`src/rtl/multicycle_controller_if.sv`:
```
// Control bundle between the multi-cycle ARM controller and its datapath: IR fields in,
// every datapath strobe and mux select out.
interface multicycle_controller_if;
  // Instruction-register fields and ALU status from the datapath
  logic [3:0] Cond;
  logic [1:0] Op;
  logic [5:0] Funct;
  logic [3:0] Rd;
  logic       Zero_bit;

  // Write strobes
  logic       pc_write_enable;
  logic       IR_write_enable;
  logic       reg_file_write_enable;
  logic       memory_write_enable;

  // Mux selects and ALU control
  logic       address_select;
  logic       ALUsrcA;
  logic       shifter_input_select;
  logic       shifter_type_select;
  logic       shifter_amount_select;
  logic       dest_selectR14;
  logic [1:0] ALUsrcB;
  logic [1:0] RegSrc;
  logic [1:0] ImmSrc;
  logic [1:0] result_mux_select;
  logic [3:0] Alu_operation_select;
  logic [3:0] state_out;

  modport master (
    input  Cond, Op, Funct, Rd, Zero_bit,
    output pc_write_enable, IR_write_enable, reg_file_write_enable, memory_write_enable,
    output address_select, ALUsrcA, shifter_input_select, shifter_type_select,
    output shifter_amount_select, dest_selectR14,
    output ALUsrcB, RegSrc, ImmSrc, result_mux_select, Alu_operation_select, state_out
  );

  modport slave (
    output Cond, Op, Funct, Rd, Zero_bit,
    input  pc_write_enable, IR_write_enable, reg_file_write_enable, memory_write_enable,
    input  address_select, ALUsrcA, shifter_input_select, shifter_type_select,
    input  shifter_amount_select, dest_selectR14,
    input  ALUsrcB, RegSrc, ImmSrc, result_mux_select, Alu_operation_select, state_out
  );
endinterface

```
`src/rtl/multicycle_controller.sv`:
```
// Moore control FSM for the multi-cycle ARM core: decodes IR fields, evaluates the condition
// code against the held Z flag and drives all datapath strobes and selects.
module multicycle_controller (
  input logic                     clk,
  input logic                     reset,
  multicycle_controller_if.master bus
);

  typedef enum logic [3:0] {
    StFetch    = 4'd0,
    StDecode   = 4'd1,
    StExecR    = 4'd2,
    StExecI    = 4'd3,
    StAluWb    = 4'd4,
    StMemAdr   = 4'd5,
    StMemRead  = 4'd6,
    StMemWb    = 4'd7,
    StMemWrite = 4'd8,
    StLink     = 4'd9,
    StBranch   = 4'd10
  } state_e;

  localparam logic [3:0] AluAdd = 4'b0100;
  localparam logic [3:0] AluSub = 4'b0010;

  state_e state_q, state_d;
  logic   z_q;
  logic   cond_pass;
  logic   alu_writes_rd;

  logic       pc_we, ir_we, rf_we, mem_we;
  logic       addr_sel, src_a, dest_r14;
  logic [1:0] src_b, reg_src, imm_src, res_sel;
  logic [3:0] alu_op;

  always_comb begin
    case (bus.Cond)
      4'b0000: cond_pass = z_q;
      4'b0001: cond_pass = ~z_q;
      4'b1110: cond_pass = 1'b1;
      default: cond_pass = 1'b0;
    endcase
  end

  // TST/TEQ/CMP/CMN only set flags
  assign alu_writes_rd = (bus.Funct[4:3] != 2'b10);

  always_comb begin
    state_d = StFetch;
    case (state_q)
      StFetch: state_d = StDecode;
      StDecode: begin
        if (!cond_pass) begin
          state_d = StFetch;
        end else begin
          case (bus.Op)
            2'b00:   state_d = bus.Funct[5] ? StExecI : StExecR;
            2'b01:   state_d = StMemAdr;
            2'b10:   state_d = bus.Funct[4] ? StLink : StBranch;
            default: state_d = StFetch;
          endcase
        end
      end
      StExecR, StExecI: state_d = StAluWb;
      StMemAdr:         state_d = bus.Funct[0] ? StMemRead : StMemWrite;
      StMemRead:        state_d = StMemWb;
      StLink:           state_d = StBranch;
      default:          state_d = StFetch;
    endcase
  end

  always_ff @(posedge clk or posedge reset) begin
    if (reset) begin
      state_q <= StFetch;
      z_q     <= 1'b0;
    end else begin
      state_q <= state_d;
      if ((state_q == StExecR || state_q == StExecI) && bus.Funct[0]) begin
        z_q <= bus.Zero_bit;
      end
    end
  end

  always_comb begin
    pc_we    = 1'b0;
    ir_we    = 1'b0;
    rf_we    = 1'b0;
    mem_we   = 1'b0;
    addr_sel = 1'b0;
    src_a    = 1'b0;
    dest_r14 = 1'b0;
    src_b    = 2'b00;
    reg_src  = 2'b00;
    imm_src  = 2'b00;
    res_sel  = 2'b00;
    alu_op   = AluAdd;
    case (state_q)
      StFetch: begin
        ir_we   = 1'b1;
        pc_we   = 1'b1;
        src_a   = 1'b1;
        src_b   = 2'b10;
        res_sel = 2'b10;
      end
      StDecode: begin
        src_a   = 1'b1;
        src_b   = 2'b10;
        res_sel = 2'b10;
        imm_src = bus.Op;
        reg_src = {bus.Op == 2'b10, bus.Op == 2'b01};
      end
      StExecR: alu_op = bus.Funct[4:1];
      StExecI: begin
        src_b  = 2'b01;
        alu_op = bus.Funct[4:1];
      end
      StAluWb: begin
        rf_we = alu_writes_rd;
        pc_we = alu_writes_rd && (bus.Rd == 4'hf);
      end
      StMemAdr: begin
        src_b   = 2'b01;
        imm_src = 2'b01;
        reg_src = 2'b01;
        alu_op  = bus.Funct[3] ? AluAdd : AluSub;
      end
      StMemRead: addr_sel = 1'b1;
      StMemWb: begin
        rf_we   = 1'b1;
        res_sel = 2'b01;
        pc_we   = (bus.Rd == 4'hf);
      end
      StMemWrite: begin
        addr_sel = 1'b1;
        reg_src  = 2'b01;
        mem_we   = 1'b1;
      end
      // R14 <= R15 - 4
      StLink: begin
        reg_src  = 2'b10;
        src_b    = 2'b10;
        alu_op   = AluSub;
        res_sel  = 2'b10;
        dest_r14 = 1'b1;
        rf_we    = 1'b1;
      end
      StBranch: begin
        reg_src = 2'b10;
        src_b   = 2'b01;
        imm_src = 2'b10;
        res_sel = 2'b10;
        pc_we   = 1'b1;
      end
      default: ;
    endcase
    // No write may escape while reset is held
    if (reset) begin
      pc_we  = 1'b0;
      ir_we  = 1'b0;
      rf_we  = 1'b0;
      mem_we = 1'b0;
    end
  end

  assign bus.pc_write_enable       = pc_we;
  assign bus.IR_write_enable       = ir_we;
  assign bus.reg_file_write_enable = rf_we;
  assign bus.memory_write_enable   = mem_we;
  assign bus.address_select        = addr_sel;
  assign bus.ALUsrcA               = src_a;
  assign bus.shifter_input_select  = 1'b0;
  assign bus.shifter_type_select   = 1'b0;
  assign bus.shifter_amount_select = 1'b0;
  assign bus.dest_selectR14        = dest_r14;
  assign bus.ALUsrcB               = src_b;
  assign bus.RegSrc                = reg_src;
  assign bus.ImmSrc                = imm_src;
  assign bus.result_mux_select     = res_sel;
  assign bus.Alu_operation_select  = alu_op;
  assign bus.state_out             = state_q;

endmodule

```
`src/flat_wrapper.sv`:
```
// flat-port wrapper written by rule: the top's interface ports become plain ports
module multicycle_controller_flat 
  (clk, reset, bus_Cond, bus_Op, bus_Funct, bus_Rd, bus_Zero_bit, bus_pc_write_enable, bus_IR_write_enable, bus_reg_file_write_enable, bus_memory_write_enable, bus_address_select, bus_ALUsrcA, bus_shifter_input_select, bus_shifter_type_select, bus_shifter_amount_select, bus_dest_selectR14, bus_ALUsrcB, bus_RegSrc, bus_ImmSrc, bus_result_mux_select, bus_Alu_operation_select, bus_state_out);
  multicycle_controller_if bus_i ();
  input logic clk;
  input logic reset;
  input wire logic [$bits(bus_i.Cond)-1:0] bus_Cond;
  input wire logic [$bits(bus_i.Op)-1:0] bus_Op;
  input wire logic [$bits(bus_i.Funct)-1:0] bus_Funct;
  input wire logic [$bits(bus_i.Rd)-1:0] bus_Rd;
  input wire logic [$bits(bus_i.Zero_bit)-1:0] bus_Zero_bit;
  output wire logic [$bits(bus_i.pc_write_enable)-1:0] bus_pc_write_enable;
  output wire logic [$bits(bus_i.IR_write_enable)-1:0] bus_IR_write_enable;
  output wire logic [$bits(bus_i.reg_file_write_enable)-1:0] bus_reg_file_write_enable;
  output wire logic [$bits(bus_i.memory_write_enable)-1:0] bus_memory_write_enable;
  output wire logic [$bits(bus_i.address_select)-1:0] bus_address_select;
  output wire logic [$bits(bus_i.ALUsrcA)-1:0] bus_ALUsrcA;
  output wire logic [$bits(bus_i.shifter_input_select)-1:0] bus_shifter_input_select;
  output wire logic [$bits(bus_i.shifter_type_select)-1:0] bus_shifter_type_select;
  output wire logic [$bits(bus_i.shifter_amount_select)-1:0] bus_shifter_amount_select;
  output wire logic [$bits(bus_i.dest_selectR14)-1:0] bus_dest_selectR14;
  output wire logic [$bits(bus_i.ALUsrcB)-1:0] bus_ALUsrcB;
  output wire logic [$bits(bus_i.RegSrc)-1:0] bus_RegSrc;
  output wire logic [$bits(bus_i.ImmSrc)-1:0] bus_ImmSrc;
  output wire logic [$bits(bus_i.result_mux_select)-1:0] bus_result_mux_select;
  output wire logic [$bits(bus_i.Alu_operation_select)-1:0] bus_Alu_operation_select;
  output wire logic [$bits(bus_i.state_out)-1:0] bus_state_out;
  assign bus_i.Cond = bus_Cond;
  assign bus_i.Op = bus_Op;
  assign bus_i.Funct = bus_Funct;
  assign bus_i.Rd = bus_Rd;
  assign bus_i.Zero_bit = bus_Zero_bit;
  assign bus_pc_write_enable = bus_i.pc_write_enable;
  assign bus_IR_write_enable = bus_i.IR_write_enable;
  assign bus_reg_file_write_enable = bus_i.reg_file_write_enable;
  assign bus_memory_write_enable = bus_i.memory_write_enable;
  assign bus_address_select = bus_i.address_select;
  assign bus_ALUsrcA = bus_i.ALUsrcA;
  assign bus_shifter_input_select = bus_i.shifter_input_select;
  assign bus_shifter_type_select = bus_i.shifter_type_select;
  assign bus_shifter_amount_select = bus_i.shifter_amount_select;
  assign bus_dest_selectR14 = bus_i.dest_selectR14;
  assign bus_ALUsrcB = bus_i.ALUsrcB;
  assign bus_RegSrc = bus_i.RegSrc;
  assign bus_ImmSrc = bus_i.ImmSrc;
  assign bus_result_mux_select = bus_i.result_mux_select;
  assign bus_Alu_operation_select = bus_i.Alu_operation_select;
  assign bus_state_out = bus_i.state_out;
  multicycle_controller u_core (.clk(clk), .reset(reset), .bus(bus_i));
endmodule
```
`config.mk`:
```
export PLATFORM = sky130hd
export DESIGN_NAME = multicycle_controller_flat
export DESIGN_NICKNAME = d
export VERILOG_FILES = /design/src/rtl/multicycle_controller_if.sv /design/src/rtl/multicycle_controller.sv /design/src/flat_wrapper.sv
export SDC_FILE = /design/constraint.sdc
export NUM_CORES = 1
export LEC_CHECK = 0
export CAP_MARGIN = 25
export CORE_MARGIN = 3
export CORE_UTILIZATION = 32
export DETAILED_ROUTE_END_ITERATION = 12
export PLACE_DENSITY = 0.76
export SLEW_MARGIN = 25
export SYNTH_ARGS = -nofsm -noshare
export SYNTH_HDL_FRONTEND = slang
export SYNTH_SLANG_ARGS = --single-unit
```
`constraint.sdc`:
```
create_clock -name clk -period 1.2 [get_ports clk]
set_input_delay 0.24 -clock clk [delete_from_list [all_inputs] [get_ports clk]]
set_output_delay 0.24 -clock clk [all_outputs]
set_load 0.02 [all_outputs]
```
==> results of run 1 <==
-- layout make-up --
| cell class | instances | area share (%) |
|---|---|---|
| Sequential cell | 5 | 7.24 |
| Multi-Input combinational cell | 76 | 43.1 |
| Tap cell | 25 | 1.74 |
| Inverter | 4 | 1.25 |
| Timing Repair Buffer | 88 | 45.2 |
| Clock buffer | 4 | 1.46 |
-- power breakdown --
part / internal [mW] / switching [mW]
combinational: 2.18 / 2.15
sequential: 0.255 / 0.181
clock: 0.128 / 0.103
total: 2.56 / 2.43
-- metal layers --
layer  up-vias  GRT usage (%)  part of all wire [%]
met5         -              0                     0
met4         0           21.4                   5.5
met3        28           8.88                    10
met2       110           54.9                    51
met1       542           30.4                    33
li1        491              -                     -
-- cell families after synthesis --
kind of cell | count (synthesis) | share of synthesized area (%)
AOI/OAI and AO/OA | 23 | 25.4
xor gates and xnor gates | 4 | 5.22
buffers and inverters | 13 | 10.8
DFF | 5 | 18.7
muxes | 1 | 1.68
other | 1 | 0.559
and+or+nand+nor | 45 | 37.7
-- worst max-delay path, cell delays in order, from the launching register on --
cell,delay (ns)
dfrtp_2,0.47
buf_4,0.20
xnor2_1,0.17
nand3_1,0.16
o31ai_4,0.09
buf_6,0.15
-- Yosys cell counts, types with 2 or more instances --
| cell type | number | area, um^2 |
|---|---|---|
| and3_1 | 2 | 12.5 |
| a21oi_1 | 6 | 30.0 |
| o21ai_1 | 3 | 15.0 |
| buf_2 | 4 | 20.0 |
| and2_1 | 3 | 18.8 |
| nor2_1 | 11 | 41.3 |
| inv_1 | 3 | 11.3 |
| xnor2_1 | 3 | 26.3 |
| nand2_1 | 7 | 26.3 |
| nand4_1 | 2 | 12.5 |
| nand2b_1 | 3 | 18.8 |
| dfrtp_1 | 5 | 125 |
| nor3_1 | 3 | 15.0 |
| nand3_1 | 3 | 15.0 |
| o31ai_1 | 2 | 15.0 |
| buf_4 | 5 | 37.5 |
| nor2b_1 | 3 | 18.8 |
-- worst min-delay path by stage --
stage,start,end,slack [ns],depth (start not counted)
6_report,reset,u_core.bus.state_out[0],0.42,3
2_1_floorplan,reset,u_core.z_q,0.02,1
3_5_place_dp,u_core.z_q,u_core.z_q,0.51,1
5_1_grt,reset,u_core.bus.state_out[0],0.45,3
3_3_place_gp,u_core.z_q,u_core.z_q,0.50,1
4_1_cts,reset,u_core.z_q,0.46,3
-- stage by stage --
step                      setup TNS [ns]  util, %  setup slack, ns  hold WS (ns)
after floorplan                    -2.85        -           -0.247        0.0182
after global placement            -14.96     80.4            -1.02         0.498
after detailed placement          -15.39     80.4            -1.04         0.508
after CTS                          -8.67     90.6           -0.472         0.457
after global routing              -11.99     96.8           -0.623         0.453
final                             -10.58     96.8           -0.532         0.420
-- repair_timing --
| action | CTS | global route |
|---|---|---|
| setup buffers | 11 | 5 |
| hold endpoints to repair | 0 | 0 |
| resized for setup | 157 | 17 |
| endpoints found under the setup margin | 28 | 28 |
| pin swaps | 12 | 10 |
-- sequential cells by signal (all words and copies together), names as in the netlist --
| name | cells |
|---|---|
| u_core.z_q | 1 |
| u_core.bus.state_out | 4 |
==> results.ini, run 1 <==
[logic_synthesis]
synthCells = 92
ys_seq_area_share_pct = 18.7
avgSynthCellArea_um2 = 7.29
synth-seq-cells = 5
synth_edf_count = 0
yosysUniqueCellTypes = 41
yosys_warnings = 0
synthArstFlopShare_pct = 100
synth_area_um2 = 671
synthFlopType = dfrtp_1

[cts]
clk_latency_ns = 0.27
cts_tree = yes
cts_buffers = 3
cts_sinks = 5
cts_buffer_depth = 2
htreeDepth = 1
cts-hold-fix-buffers = 0
path_clk_slew_ns = 0.06
cts_root_buffer = clkbuf_4

[final_layout]
layout.nets = 197
final_cell_area_um2 = 1800
layout-drive-gt1-share_pct = 72.9
fill_cells = 35
area_delta_synth_final_pct = 168
final_common_cell = buf_4
final_cell_mix = 41 x buf_4, 25 x buf_6, 11 x clkdlybuf4s50_1
multi_input_area_um2 = 774
layout.cells.non_filler = 202
regArea_um2 = 130
antennaDiodeCount = 0

[job]
cap_violations = 0

[detailed_routing]
routed_wl_um = 4390
drtIter0Drc = 43
route.detailed.drc = 0
vias_per_cell = 5.80
ant_nets = 0
wl_per_cell_um = 21.7
vias = 1171
dr.pass1.iters = 4

[floorplan]
die_x_um = 51.8
die_area_um2 = 2680
core_area_um2 = 1860
start_util_pct = 36.1
rows = 15
fp.dieH_um = 51.8
pin_count = 45

[sta]
fmax_mhz = 577
slew_viol_final = 0
period_minus_slack_ns = 1.73
hold_viol_final = 0
clock_skew_ns = 0.0107
rsz0062_at_grt = yes
finalSetupViolations = 28
setup_ws_ns = -0.532
min_period_over_period_pct = 144

[global_routing]
grt_pass1_wl_um = 5880
grt_start_max_net_pins = 9
grt_pass1_vias = 1195
grt_usage_pct = 30.8
antenna_found_initial = 0
grt.overflow.total = 0

[placement]
dpl_cell_area_um2 = 1490
hpwl_um = 2110
dp.cells = 183
port_buffers = 41
place_congestion = 0.806

[worst_setup_path]
startpoint = u_core.bus.state_out[1]
reg2reg_from = u_core.bus.state_out[1]
cp.required_ns = 0.96
ff2ff_path_depth = 7
cp.arrival_ns = 1.49
critical_path_class = reg2out
crit_fanout = 8
r2r_slack_ns = -0.38
cp-start-kind = register
endpoint = bus_pc_write_enable
r2r-end = u_core.z_q
critical_path.endpoint_type = output pin

[outcome]
violations = negative setup slack
outcome = complete, but fails checks

[pwr]
power.density_nw_per_um2 = 2780
vdd_drop_max_uv = 2350
p_leak_nw = 0.821
power.total_mw = 4.99

[hold_path]
min_path_type = in2async

Power figures use the tool's default switching activity.
==> inputs of run 2 (changes only) <==
--- a/config.mk
+++ b/config.mk
@@ -8,6 +8,7 @@
 export CAP_MARGIN = 25
 export CORE_MARGIN = 3
 export CORE_UTILIZATION = 32
+export CTS_CLUSTER_SIZE = 20
 export DETAILED_ROUTE_END_ITERATION = 12
 export PLACE_DENSITY = 0.76
 export SLEW_MARGIN = 25
==> results of run 2 <==
Final layout, timing and power as in run 1 (identical DEF).
==> inputs of run 3 (changes only) <==
--- a/config.mk
+++ b/config.mk
@@ -7,10 +7,10 @@
 export LEC_CHECK = 0
 export CAP_MARGIN = 25
 export CORE_MARGIN = 3
-export CORE_UTILIZATION = 32
+export CORE_UTILIZATION = 35
 export CTS_CLUSTER_SIZE = 20
 export DETAILED_ROUTE_END_ITERATION = 12
-export PLACE_DENSITY = 0.76
+export PLACE_DENSITY = 0.79
 export SLEW_MARGIN = 25
 export SYNTH_ARGS = -nofsm -noshare
 export SYNTH_HDL_FRONTEND = slang
==> constraint.sdc (replaced) <==
create_clock -name clk -period 1.7 [get_ports clk]
set_input_delay 0.34 -clock clk [delete_from_list [all_inputs] [get_ports clk]]
set_output_delay 0.34 -clock clk [all_outputs]
set_load 0.02 [all_outputs]
==> run 3 against run 2 <==
  * The run still ends with negative setup slack left
  * First-iteration DRC count rose by 35%
  * Power down 40%
  * Clock power is 36% lower
  * Core utilization fell by 10 points
  * Count of clock-buffer cells in the layout stayed put
  * Critical path depth up 2
  * Highest routed layer unchanged
  * Flip-flop and latch count unchanged
  * Critical path type unchanged
  * Die area is 7.6% lower
  * Clock skew fell by 0.010 ns
  * Via count fell by 8.0%
==> results.ini, run 3 (synthesis gave the netlist of run 1 again) <==
[outcome]
outcome = complete, but fails checks
violations = negative setup slack

[cts]
clk_latency_ns = 0.25
cts_tree = yes
cts-hold-fix-buffers = 0
cts_root_buffer = clkbuf_4
path_clk_slew_ns = 0.05
cts_buffer_depth = 2
cts_sinks = 5
cts_buffers = 3
htreeDepth = 1

[placement]
dp.cells = 172
hpwl_um = 1840
place_congestion = 0.839
pre_cts_slack_ns = -0.718
port_buffers = 41

[sta]
clock_skew_ns = 0.000740
period_minus_slack_ns = 1.89
slew_viol_final = 0
rsz0062_at_grt = yes
fmax_mhz = 529
setup_ws_ns = -0.189
hold_slack_ns = 0.447
finalSetupViolations = 15
hold_viol_final = 0
min_period_over_period_pct = 111

[worst_setup_path]
reg2reg_from = u_core.bus.state_out[1]
cp_top_family = buffers and inverters
cp-start-kind = register
startpoint = u_core.bus.state_out[1]
cp_common_cell = buf_6
cp.required_ns = 1.36
path_buf_inv = 4
crit_path_cell_trace = buf_6 -> buf_6 -> nand2b_4 -> nor2_4 -> buf_6 -> a22o_1 -> buf_6
cp_slowest_cell = dfrtp_2
cp.arrival_ns = 1.55
critical_path.endpoint_type = output pin
critical_path_class = reg2out
cpPeakStageDelay_ns = 0.44
crit_fanout = 5

[detailed_routing]
routed_wl_um = 3710
drtIter0Drc = 58
vias = 1077
ant_nets = 0
wl_per_cell_um = 19.1
vias_per_cell = 5.55
dr.pass1.iters = 4
route.detailed.drc = 0

[pwr]
power.share.combinational_pct = 85.9
seqPwrFrac_pct = 9.1
intPower_mw = 1.54
p_sw_share_pct = 48.6
power.density_nw_per_um2 = 1960
p_leak_nw = 0.728
vdd_drop_max_uv = 1440
p_switching_mw = 1.45
clock_power_share_pct = 5.0

[final_layout]
final_cell_mix = 33 x buf_4, 22 x buf_6, 14 x clkdlybuf4s50_1
layout.cells.non_filler = 194
largest_reg_flops = 4
fill_cells = 83
final_common_cell = buf_4
layout-drive-gt1-share_pct = 54.4
area_delta_synth_final_pct = 128
layout.nets = 189
multi_input_area_um2 = 601
antennaDiodeCount = 0
regArea_um2 = 129

[floorplan]
fp.dieH_um = 49.8
die_x_um = 49.8
rows = 15
die_area_um2 = 2480
pin_count = 45
start_util_pct = 38.0
core_area_um2 = 1760

[global_routing]
grt_pass1_wl_um = 4900
grt_start_max_net_pins = 10
grt_usage_pct = 25.7
antenna_found_initial = 0
grt.overflow.total = 0
grt_pass1_vias = 1002

[job]
cap_violations = 0

[hold_path]
min_path_type = in2async

run 3: changes by cell type in the layout (fill, tap and decap cells not counted), moves of 3 or more:
cell,change
a21oi_4,-5
buf_6,-3
nor2_1,+5
buf_4,-8
nor2_4,-4
clkdlybuf4s50_1,+3
o21ai_2,-3
a21oi_1,+3
run 3: per-layer routing:
| layer | vias to the layer above | track usage (%) | part of all wire [%] |
|---|---|---|---|
| met4 | 0 | 8.76 | 3.8 |
| li1 | 474 | - | - |
| met2 | 75 | 45.4 | 50 |
| met5 | - | 0 | 0 |
| met3 | 17 | 6.04 | 9.8 |
| met1 | 511 | 29.9 | 37 |
run 3: worst register-to-register path: cells and delay by family (launching register included):
| kind | cells | cell delay [ns] |
|---|---|---|
| buf+inv | 4 | 0.53 |
| flops | 1 | 0.44 |
| simple gates | 3 | 0.21 |
| mux | 1 | 0.34 |
run 3: final timing paths:
check | to | slack [ns] | cells after the start
max | bus_Alu_operation_select[1] | -0.19 | 7
min | u_core.bus.state_out[2] | 0.45 | 2
max reg2reg | u_core.z_q | 0.07 | 8
min reg2reg | u_core.z_q | 0.53 | 1
max in group asynchronous | u_core.bus.state_out[3] | 1.05 | 2
min in group clk | u_core.z_q | 0.53 | 1
run 3: metrics by stage:
step	setup TNS (ns)	utilization, %	area [um^2]	total power [mW]
after CTS	-0.373	75.4	1330	2.41
after global placement	-6.10	69.6	1230	2.09
final	-1.55	86.7	1530	2.99
after floorplan	-0.00569	-	687	1.24
after detailed placement	-6.34	69.6	1230	2.13
after global routing	-2.37	86.7	1530	3.14
run 3: timing repair:
action	CTS	global route
buffers inserted	8	11
resized for setup	122	32
setup endpoints to repair	23	19
hold endpoints to repair	0	0
pin swaps	8	10
run 3: final cells by class:
class                      instances  share of cell area (%)
clock buffer                       4                    1.72
inverter                           4                    1.15
multi-input combinational         76                    39.3
sequential                         5                    8.43
tap                               25                    2.05
timing repair buffer              80                    47.4
run 3: power groups by stage:
stage / combinational [mW] / clock, mW / sequential [mW]
after global placement: 1.85 / 0 / 0.243
after detailed placement: 1.88 / 0 / 0.243
final: 2.57 / 0.148 / 0.272
after CTS: 1.98 / 0.150 / 0.273
after floorplan: 0.972 / 0 / 0.269
after global routing: 2.70 / 0.160 / 0.273
